===== config.mk =====
export PLATFORM = sky130hd
export DESIGN_NAME = mem_slave
export DESIGN_NICKNAME = d
export VERILOG_FILES = /design/src/rtl/mem_slave_pkg.sv /design/src/rtl/mem_slave_array.sv /design/src/rtl/mem_slave.sv
export SDC_FILE = /design/constraint.sdc
export NUM_CORES = 1
export LEC_CHECK = 0
export ABC_AREA = 0
export BUFFER_PORTS_ARGS = -buffer_cell sky130_fd_sc_hd__buf_2
export CAP_MARGIN = 15
export CORE_ASPECT_RATIO = 0.75
export CORE_MARGIN = 2
export CORE_UTILIZATION = 45
export DETAILED_ROUTE_END_ITERATION = 7
export MAX_ROUTING_LAYER = met4
export SYNTH_ARGS = -nofsm -noshare
export SYNTH_HDL_FRONTEND = slang
export SYNTH_SLANG_ARGS = --single-unit

===== constraint.sdc =====
create_clock -name clk -period 2.2 [get_ports clk]
set_input_delay 0.22 -clock clk [delete_from_list [all_inputs] [get_ports clk]]
set_output_delay 0.22 -clock clk [all_outputs]
set_load 0.02 [all_outputs]

===== src/rtl/mem_slave_pkg.sv =====
// Shared types and constants for the mem_slave addressed storage slave.
// Optional parity storage is enabled with MEM_SLAVE_PARITY_EN.
package mem_slave_pkg;

    localparam int ADDR_W_DEF = 6;
    localparam int DATA_W_DEF = 8;
    localparam int BURST_MAX  = 15;
    localparam int CNT_MAX    = 255;

    typedef enum logic [1:0] {
        IDLE  = 2'd0,
        WRITE = 2'd1,
        READ  = 2'd2
    } phase_e;

    function automatic logic [7:0] sat_inc8(input logic [7:0] v);
        return (v == 8'(CNT_MAX)) ? v : v + 8'd1;
    endfunction

endpackage


===== src/rtl/mem_slave_array.sv =====
// 2**ADDR_W x DATA_W register array: async clear, one write port, registered read port.
// With MEM_SLAVE_PARITY_EN an even-parity bit is stored per entry and checked on read.
module mem_slave_array
    import mem_slave_pkg::*;
#(
    parameter int ADDR_W = ADDR_W_DEF,
    parameter int DATA_W = DATA_W_DEF
) (
    input  logic              clk,
    input  logic              rst_n,
    input  logic              we,
    input  logic              re,
    input  logic [ADDR_W-1:0] addr,
    input  logic [DATA_W-1:0] wdata,
    output logic [DATA_W-1:0] rdata,
    output logic              rvalid
`ifdef MEM_SLAVE_PARITY_EN
    ,
    output logic              perr
`endif
);

    localparam int DEPTH = 2 ** ADDR_W;

    logic [DATA_W-1:0] mem_q [DEPTH];

    always_ff @(posedge clk or negedge rst_n) begin
        if (!rst_n) begin
            for (int i = 0; i < DEPTH; i++) begin
                mem_q[i] <= '0;
            end
        end else if (we) begin
            mem_q[addr] <= wdata;
        end
    end

    // rdata holds its last value between reads; only rvalid drops.
    always_ff @(posedge clk or negedge rst_n) begin
        if (!rst_n) begin
            rdata  <= '0;
            rvalid <= 1'b0;
        end else begin
            rvalid <= re;
            if (re) begin
                rdata <= mem_q[addr];
            end
        end
    end

`ifdef MEM_SLAVE_PARITY_EN
    // Packed so a single stored parity bit can be addressed directly.
    logic [DEPTH-1:0] par_q;

    always_ff @(posedge clk or negedge rst_n) begin
        if (!rst_n) begin
            par_q <= '0;
        end else if (we) begin
            par_q[addr] <= ^wdata;
        end
    end

    always_ff @(posedge clk or negedge rst_n) begin
        if (!rst_n) begin
            perr <= 1'b0;
        end else if (re) begin
            perr <= (^mem_q[addr]) != par_q[addr];
        end else begin
            perr <= 1'b0;
        end
    end
`endif

endmodule


===== src/rtl/mem_slave.sv =====
// Addressed storage slave: write / registered read of a register array plus bus-phase,
// burst-length, direction-change and access-count tracking. Parity option: MEM_SLAVE_PARITY_EN.
//
// state | meaning
// IDLE  | no access sampled on the last edge
// WRITE | a write was sampled on the last edge
// READ  | a read was sampled on the last edge
module mem_slave
    import mem_slave_pkg::*;
#(
    parameter int ADDR_W = ADDR_W_DEF,
    parameter int DATA_W = DATA_W_DEF
) (
    input  logic              clk,
    input  logic              rst_n,
    input  logic              en,
    input  logic              wr,
    input  logic [ADDR_W-1:0] addr,
    input  logic [DATA_W-1:0] wdata,
    output logic [DATA_W-1:0] rdata,
    output logic              rvalid,
    output logic [1:0]        phase,
    output logic [3:0]        burst_len,
    output logic              dir_switch,
    output logic [7:0]        wr_cnt,
    output logic [7:0]        rd_cnt
`ifdef MEM_SLAVE_PARITY_EN
    ,
    output logic              perr
`endif
);

    logic   we;
    logic   re;
    phase_e phase_q, phase_d;
    logic [3:0] burst_q, burst_d;
    logic   dir_q, dir_d;
    logic [7:0] wr_cnt_q, wr_cnt_d;
    logic [7:0] rd_cnt_q, rd_cnt_d;

    assign we = en & wr;
    assign re = en & ~wr;

    mem_slave_array #(
        .ADDR_W (ADDR_W),
        .DATA_W (DATA_W)
    ) u_array (
        .clk    (clk),
        .rst_n  (rst_n),
        .we     (we),
        .re     (re),
        .addr   (addr),
        .wdata  (wdata),
        .rdata  (rdata),
        .rvalid (rvalid)
`ifdef MEM_SLAVE_PARITY_EN
        ,
        .perr   (perr)
`endif
    );

    always_ff @(posedge clk or negedge rst_n) begin
        if (!rst_n) begin
            phase_q  <= IDLE;
            burst_q  <= '0;
            dir_q    <= 1'b0;
            wr_cnt_q <= '0;
            rd_cnt_q <= '0;
        end else begin
            phase_q  <= phase_d;
            burst_q  <= burst_d;
            dir_q    <= dir_d;
            wr_cnt_q <= wr_cnt_d;
            rd_cnt_q <= rd_cnt_d;
        end
    end

    always_comb begin
        phase_d  = IDLE;
        burst_d  = '0;
        dir_d    = 1'b0;
        wr_cnt_d = wr_cnt_q;
        rd_cnt_d = rd_cnt_q;

        if (en) begin
            phase_d = wr ? WRITE : READ;
        end

        if (phase_d != IDLE) begin
            if (phase_d == phase_q) begin
                burst_d = (burst_q == 4'(BURST_MAX)) ? burst_q : burst_q + 4'd1;
            end else begin
                burst_d = 4'd1;
            end
        end

        // Only a direct hop between the two active phases counts; via IDLE does not.
        dir_d = ((phase_q == WRITE) && (phase_d == READ)) ||
                ((phase_q == READ)  && (phase_d == WRITE));

        if (we) begin
            wr_cnt_d = sat_inc8(wr_cnt_q);
        end
        if (re) begin
            rd_cnt_d = sat_inc8(rd_cnt_q);
        end
    end

    assign phase      = phase_q;
    assign burst_len  = burst_q;
    assign dir_switch = dir_q;
    assign wr_cnt     = wr_cnt_q;
    assign rd_cnt     = rd_cnt_q;

endmodule

Word-level counts from Yosys, hierarchy flattened:

Index checks and enable logic that the tools add are counted.

* memories kept: 0
* logic and storage cells: 109
* register bits after elaboration: 544
* input bits: 18
* memory bits (writable): 0
* ROM bits: 0
* bits in latches: 0
* output and inout bits: 32

* equal/unequal tests: 9
* muxes and demuxes: 11
* $add $sub $neg: 3
* divide/modulo/power cells: 0
* bitwise logic cells: 6
* order comparisons: 2
* shifts and indexed selects: 0
* multipliers: 0
* reductions and logical operators: 7

Operators with widths (number)
* $bwmux W512: 1
* $bmux W8 S6: 1
* $demux W8 S6: 1
* $mux W8: 3
* $add A8 B1 Y8 const B: 2
* $eq A8 B8 Y1 const B: 2
* $mux W4: 3
* $ge A7 B7 Y1 const B: 1
* $lt A7 B1 Y1 const B: 1
* $not A6 Y7: 1
* $add A4 B1 Y4 const B: 1
* $eq A2 B1 Y1 const B: 2
* $eq A2 B2 Y1 const B: 2
* $eq A4 B4 Y1 const B: 1
* $mux W2: 2
* $reduce_and A2 Y1: 2
* $logic_and A1 B1 Y1: 3
* $ne A3 B3 Y1 const B: 1
* $not A1 Y1: 3
* $and A1 B1 Y1: 2
* $eq A2 B2 Y1: 1
* $reduce_bool A2 Y1: 1
* $logic_or A1 B1 Y1: 1

Depth between registers and ports, before layout:

Gate-level depths: netlist of run 1.

* depth after elaboration: 6
* gate-level depth with buffers: 10
* depth with buffers taken out: 7

Modules after synthesis:

A second synthesis of run 1 with hierarchy kept.

* cell total of the unflattened synthesis: 1809
* area, all modules: 25280.5 um2

By module, submodules not included
* mem_slave_array: cells an instance 1707, sequential area each 13037.5 um2, times used 1, area an instance 24156.9 um2
* mem_slave: cells an instance 102, sequential area each 575.6 um2, times used 1, area an instance 1123.6 um2

Least setup slack after synthesis of run 1:

OpenSTA, ideal clock, no wires.

* kind: reg-to-reg
* start point: reg rd_cnt_q[0], in the netlist rd_cnt[0]
* end point: reg rd_cnt_q[5], in the netlist rd_cnt[5]
* data arrival time: 1803 ps
* path buffers: 0
* required time: 2070 ps
* stages on the path, launching flop included: 7
* period minus slack after synthesis: 1933 ps
* setup time: 130 ps
* path slack: 267 ps
* cell sequence: dfrtp_1 > ha_1 > and3_1 > a31oi_1 > and4_1 > nand3_1 > xnor2_1

* word-level cells in the longest chain between the ends: 3
* elaborated cells between the ends (all ways): 4
* classes of those cells: add/sub (1); eq/ne (1); bitwise (1); reduce/logical (1)

RTL lines
* from (decl): RTL line mem_slave.sv:39 `logic [7:0] rd_cnt_q, rd_cnt_d;`
* from (signal assigned): RTL line mem_slave.sv:74 `rd_cnt_q <= rd_cnt_d;`
* branches (longest 3 deep; another with $add A8 B1 Y8)

Parallel ways; which one is timed is not known.
A chain may end at the register's enable or synchronous reset.

Worst setup path in the final report of run 1:

* start point: reg u_array.mem_q[450] (netlist bit)
* end point: reg u_array.rdata[2]

* word-level cells in the longest chain between the ends: 3

RTL lines
* from (decl): RTL line mem_slave_array.sv:25 `logic [DATA_W-1:0] mem_q [DEPTH];`
* from (signal, indexed assignment): RTL line mem_slave_array.sv:33 `mem_q[addr] <= wdata;`
* $bmux W8 S6: RTL line mem_slave_array.sv:45 `rdata <= mem_q[addr];`
* $mux W8 (not written as such) (2 in series): RTL line mem_slave_array.sv:45
* to (signal assigned): RTL line mem_slave_array.sv:45
* to (decl): RTL line mem_slave_array.sv:15 `output logic [DATA_W-1:0] rdata,`

Every way passes these cells. The select of a mux whose other input is x is not followed.

==> flow_summary.yaml, run 1 <==
run_status:
  status: "completed"
power_and_ir_drop:
  pwr-share-seq: 0.480
  ir_drop_uv: 665
  p_sw_mw: 6.15
  p_comb_frac: 0.130
  internal-power_mw: 17.7
  p_leak_nw: 14.4
  power_mw: 23.9
  p_clk_frac: 0.390
  powerDensity_mw_per_mm2: 788
  netSwitchingFraction: 0.258
clocking:
  ctsRootBufferMaster: "clkbuf_16"
  clkTransAtPathRegs_ns: 0.06
  htree_levels: 2
  cts_buffer_depth: 3
  clock_latency_ns: 0.62
  cts_tree: "yes"
  clock_sinks: 543
  cts_buffers: 55
setup_path:
  worst-endpoint-arrival_ns: 2.58
  r2r-end: "u_array.rdata[2]"
  ff2ff_setup_slack_ns: 0.11
  worstSetupEndpointType: "flip-flop"
  r2r_cells: 7
  startpoint: "u_array.mem_q[450]"
  rr_startpoint: "u_array.mem_q[450]"
  cp_max_fo: 2
  path_class: "reg2reg"
  cp-start-kind: "flip-flop"
  worstPathRequired_ns: 2.69
timing:
  setup_viol: 0
  relSlewSlack: 0.331
  fin_crit_sh: 0.952
  fin_setup_tns_ns: 0
  rsz0062_at_grt: "false"
  timing.final.ws_setup_ns: 0.105
  max_slew.worst_pin.slew_ns: 1.00
  period_minus_slack_ns: 2.09
  slew_viol_final: 0
  finClkSkew_ns: 0.0201
  hold_viol: 0
  max_freq_ghz: 0.477
route:
  drtPass1Iterations: 7
  vias_per_cell: 5.89
  detail_route.wirelength_um: 71800
  vias: 16300
  drc: 0
  wl_per_cell_um: 26.0
  dr.first_iter.drc_count: 1081
  final_antenna_net_count: 0
grt:
  grt_remaining_overflow: 0
  grt_pass1_vias: 16900
  antenna_found_initial: 3
  use_met3: 0.0450
  grt-busiest-layer: "met1"
  grt_use_total: 0.258
  grt_pass1_wl_um: 111000
  grt_use_met2: 0.375
  gr-usage-met1: 0.380
  grt_start_max_net_pins: 65
final_layout:
  fillers: 4648
  finalNonFillerCells: 2767
  syn_to_final_growth_pct: 19.1
  multi_input_area_sq_mm: 0.0111
  final_common_cell: "dfrtp_1"
  drive_gt1_frac: 0.512
  layout_common_cells: "543 x dfrtp_1, 534 x mux2_2, 173 x buf_4"
  final_area_sq_mm: 0.0303
  regArea_sq_mm: 0.0136
  nets: 2017
logic_synthesis:
  postSynthAreaPerCell_sq_um: 14.3
  synth_top_area_frac: 0.534
  syn-instance-count: 1785
  synth_seq_cells: 543
  synth_top_flop_cell: "dfrtp_1"
  yosysWarnings: 0
  ys_types: 67
  synth_top_area_cell: "dfrtp_1"
  synth.area.top_cells: "dfrtp_1 53%, mux2_2 24%, mux4_2 5.2%"
  syn-num-nets: 1806
  synth.yosys.seq_area_share: 0.534
  synthesis.area_sq_mm: 0.0254
  synth_async_sr_flop_share: 1.00
  synth_edf_count: 0
worst_hold_path:
  hold_class: "in2reg"
  hold_path_end: "dir_switch"
  hold_depth: 4
  hold_start: "wr"
placed_design:
  dpl_cell_area_sq_mm: 0.0285
  dp_cells: 2668
  gp_congestion: 0.912
  hpwlAfterDp_um: 49900
  place_ws_ns: -0.440
  io_buffer_count: 49
die:
  chipWidth_um: 279
  dieArea_sq_mm: 0.0585
  die_h_um: 210
  ios: 50
  core_area_sq_mm: 0.0559
  initial_core_util: 0.455
  core.rowCount: 75
flow_run:
  cap_violations: 0
critical path: stages (launching register included):
cell and delay, ns:
dfrtp_1 0.37, mux4_2 0.53, a221oi_2 0.28, buf_4 0.14
nor2_1 0.10, nor2_2 0.17, o31ai_1 0.09, o32a_1 0.29
power by group through the flow:
stage	logic (mW)	clock network, mW	registers (mW)
finish	3.12	9.31	11.5
floorplan	1.74	0	11.6
detailed placement	3.12	0	11.6
global placement	3.03	0	11.6
CTS	3.13	9.50	11.4
global route	3.35	9.98	11.6
registers in the layout, indices dropped and copies added (netlist names):
name	count
dir_switch	1
wr_cnt	8
burst_len	4
u_array.rdata	8
rd_cnt	8
phase	2
u_array.mem_q	512
cells by family after synthesis:
| kind of cell | after synthesis | share of synthesized area |
|---|---|---|
| flip-flops | 543 | 0.534 |
| buffers and inverters | 139 | 0.0294 |
| adder cells (fa/ha/maj) | 3 | 0.00148 |
| XOR/XNOR | 15 | 0.00516 |
| multiplexers | 679 | 0.323 |
| AND/OR/NAND/NOR | 208 | 0.0533 |
| AO/OA/AOI/OAI | 198 | 0.0540 |
cell type report:
class | instances | share of cell area
clock buffer | 85 | 0.0544
antenna | 2 | 0.000165
inverter | 5 | 0.000619
tap | 731 | 0.0302
multi-input combinational | 1103 | 0.367
clock inverter | 10 | 0.00392
timing repair buffer | 288 | 0.0952
sequential | 543 | 0.448
metrics by stage:
step | hold slack [ns] | util
after floorplan | -0.0756 | -
final | 0.0560 | 0.542
after detailed placement | 0.255 | 0.510
after global placement | 0.249 | 0.510
after global routing | 0.0659 | 0.542
after CTS | 0.0289 | 0.542
cells in the mapped netlist, drive strengths merged, types with 14 or more instances:
cell	count
nor2	82
buf	73
nand2	53
mux2	541
mux2i	79
clkbuf	61
dfrtp	543
a221oi	18
nand3	14
a21oi	36
o21ai	37
mux4	59
a22oi	21
layer usage:
layer / routed length [um] / vias up
li1: - / 7053
met1: 34200 / 8681
met2: 32100 / 468
met3: 4140 / 98
met4: 1420 / 0
met5: 0 / -
worst max-delay path by stage:
| stage | depth (start not counted) | slack [ns] | endpoint |
|---|---|---|---|
| 2_1_floorplan | 6 | 0.27 | rd_cnt[5] |
| 6_report | 7 | 0.11 | u_array.rdata[2] |
| 3_5_place_dp | 10 | -0.44 | u_array.rdata[1] |
| 4_1_cts | 7 | 0.01 | u_array.rdata[2] |
| 3_3_place_gp | 10 | -0.41 | u_array.rdata[1] |
| 5_1_grt | 7 | 0.02 | u_array.rdata[5] |
what timing repair did:
item	4_1_cts	5_1_grt
hold buffers	2	0
pin swaps	0	1
endpoints found under the hold margin	48	0
setup buffers	0	0
endpoints found under the setup margin	1	2
resized for setup	1	3
Note: power is estimated with default switching activity, not from simulation.
==> run 2, diff against run 1 <==
Settings changed: REMOVE_ABC_BUFFERS set to 1.
==> run 2 against run 1 <==
Against the previous run: clock-buffer cell count shrank 7; worst setup slack lost 0.011 ns; sequential cell count is the same; first-iteration DRC count grew 38%; cell count grew 0.11%; clock skew grew 0.0064 ns; sequential power is essentially flat; sequential share of layout area is essentially flat.
==> flow_summary.yaml, run 2 (synthesis gave the netlist of run 1 again) <==
grt:
  grt_start_max_net_pins: 128
  antenna_found_initial: 0
  use_met3: 0.0433
  grt-busiest-layer: "met1"
  grt_use_total: 0.259
  grt_remaining_overflow: 0
  grt_pass1_wl_um: 110000
  gr-usage-met1: 0.398
  grt_use_met2: 0.356
  grt_pass1_vias: 16700
route:
  vias_per_cell: 5.90
  drc: 0
  detail_route.wirelength_um: 72000
  dr.first_iter.drc_count: 1487
  vias: 16300
  wl_per_cell_um: 26.0
  drtPass1Iterations: 5
  final_antenna_net_count: 0
setup_path:
  crit_buf_inv: 0
  cp-start-kind: "flip-flop"
  cp_slowest_cell: "a221oi_1"
  path_class: "reg2reg"
  ff2ff_setup_slack_ns: 0.09
  worstPathRequired_ns: 2.71
  critPathMaxStageDelay_ns: 0.49
  cp_top_family: "compound AO/OA/AOI/OAI gates"
  cp_max_fo: 2
  worstSetupEndpointType: "flip-flop"
  r2r_cells: 6
  worstPathCellList: "mux4_2 -> a221oi_1 -> a21oi_1 -> nor2_1 -> o311a_1 -> o21ai_0"
  worst-endpoint-arrival_ns: 2.62
  rr_startpoint: "u_array.mem_q[503]"
  r2r-end: "u_array.rdata[7]"
placed_design:
  io_buffer_count: 49
  gp_congestion: 0.864
  dp_cells: 2667
  hpwlAfterDp_um: 49300
final_layout:
  final_common_cell: "dfrtp_1"
  antenna_cells: 0
  finalNonFillerCells: 2770
  drive_gt1_frac: 0.512
  regMostFlops: "u_array.mem_q"
  largest_reg_flops: 512
  nets: 2015
  syn_to_final_growth_pct: 19.0
  layout_common_cells: "543 x dfrtp_1, 534 x mux2_2, 179 x buf_4"
timing:
  rsz0062_at_grt: "false"
  finClkSkew_ns: 0.0265
  setup_viol: 0
  period_minus_slack_ns: 2.11
  hold_viol: 0
  slew_viol_final: 0
  max_slew.worst_pin.slew_ns: 0.999
  relSlewSlack: 0.334
  max_freq_ghz: 0.475
  hold_ws_ns: 0.0575
  fin_crit_sh: 0.957
power_and_ir_drop:
  power_mw: 24.3
  ir_drop_uv: 634
  p_leak_nw: 14.4
  powerDensity_mw_per_mm2: 803
clocking:
  clock_latency_ns: 0.63
  cts_tree: "yes"
  cts_buffers: 54
  clkTransAtPathRegs_ns: 0.07
  clock_sinks: 543
  cts_buffer_depth: 3
  htree_levels: 2
  ctsRootBufferMaster: "clkbuf_16"
  cts_setup_buffers: 0
worst_hold_path:
  hold_class: "in2reg"
  hold_depth: 4
  hold_start: "wr"
  hold_path_end: "dir_switch"
die:
  die_h_um: 210
  chipWidth_um: 279
  core_area_sq_mm: 0.0559
  dieArea_sq_mm: 0.0585
  initial_core_util: 0.455
  ios: 50
  core.rowCount: 75
run_status:
  status: "completed"
flow_run:
  cap_violations: 0
==> run 2: cell types whose count changed in the layout (fill, tap and decap cells not counted), sizes merged <==
cell / before / now
diode: 2 / 0
clkbuf: 86 / 79
bufinv: 2 / 8
clkinvlp: 0 / 3
clkinv: 8 / 11
inv: 5 / 6
buf: 285 / 284
==> run 2: worst reg2reg max path: stages, from the launching register on <==
cell      delay, ns
dfrtp_1        0.39
mux4_2         0.46
a221oi_1       0.49
a21oi_1        0.15
nor2_1         0.26
o311a_1        0.20
o21ai_0        0.07
==> run 2: what timing repair did <==
action / CTS / global route
hold buffers: 2 / 0
hold endpoints to repair: 548 / 0
endpoints found under the setup margin: 0 / 1
gates resized for setup: 0 / 1
==> run 2: layer usage <==
| metal | vias up | share of wire |
|---|---|---|
| met4 | 0 | 0.021 |
| met3 | 100 | 0.060 |
| met2 | 450 | 0.42 |
| met5 | - | 0 |
| met1 | 8775 | 0.49 |
| li1 | 7018 | - |
==> run 2: layout make-up <==
type / count / area [sq um]
Clock buffer: 78 / 1520
Sequential cell: 543 / 13600
Multi-Input combinational cell: 1103 / 11100
Timing Repair Buffer: 287 / 2790
Fill cell: 4591 / 25600
Inverter: 5 / 18.8
Tap cell: 731 / 915
Clock inverter: 23 / 342
==> run 2: report_power, final <==
| part | total (mW) | internal [mW] | switching (mW) |
|---|---|---|---|
| clock network | 9.78 | 5.75 | 4.02 |
| logic | 3.11 | 1.49 | 1.62 |
| registers | 11.4 | 10.9 | 0.557 |
| total | 24.3 | 18.1 | 6.20 |
==> run 2: through the flow <==
| step | area (sq um) | setup slack, ns | util | TNS [ns] |
|---|---|---|---|---|
| 6_report | 30300 | 0.0938 | 0.542 | 0 |
| 4_1_cts | 30300 | 0.0488 | 0.542 | 0 |
| 3_3_place_gp | 28400 | -0.255 | 0.508 | -16.81 |
| 2_1_floorplan | 24700 | 0.169 | - | 0 |
| 5_1_grt | 30300 | 0.0209 | 0.542 | 0 |
| 3_5_place_dp | 28400 | -0.205 | 0.508 | -17.05 |
==> run 2: worst max-delay path by stage <==
stage                                   from               end  depth (start not counted)
after global placement               addr[0]  u_array.rdata[1]                         11
after CTS                 u_array.mem_q[197]  u_array.rdata[5]                          8
after floorplan                      addr[0]  u_array.rdata[7]                          5
after detailed placement             addr[0]  u_array.rdata[1]                         11
after global routing      u_array.mem_q[471]  u_array.rdata[7]                          6
final                     u_array.mem_q[503]  u_array.rdata[7]                          6
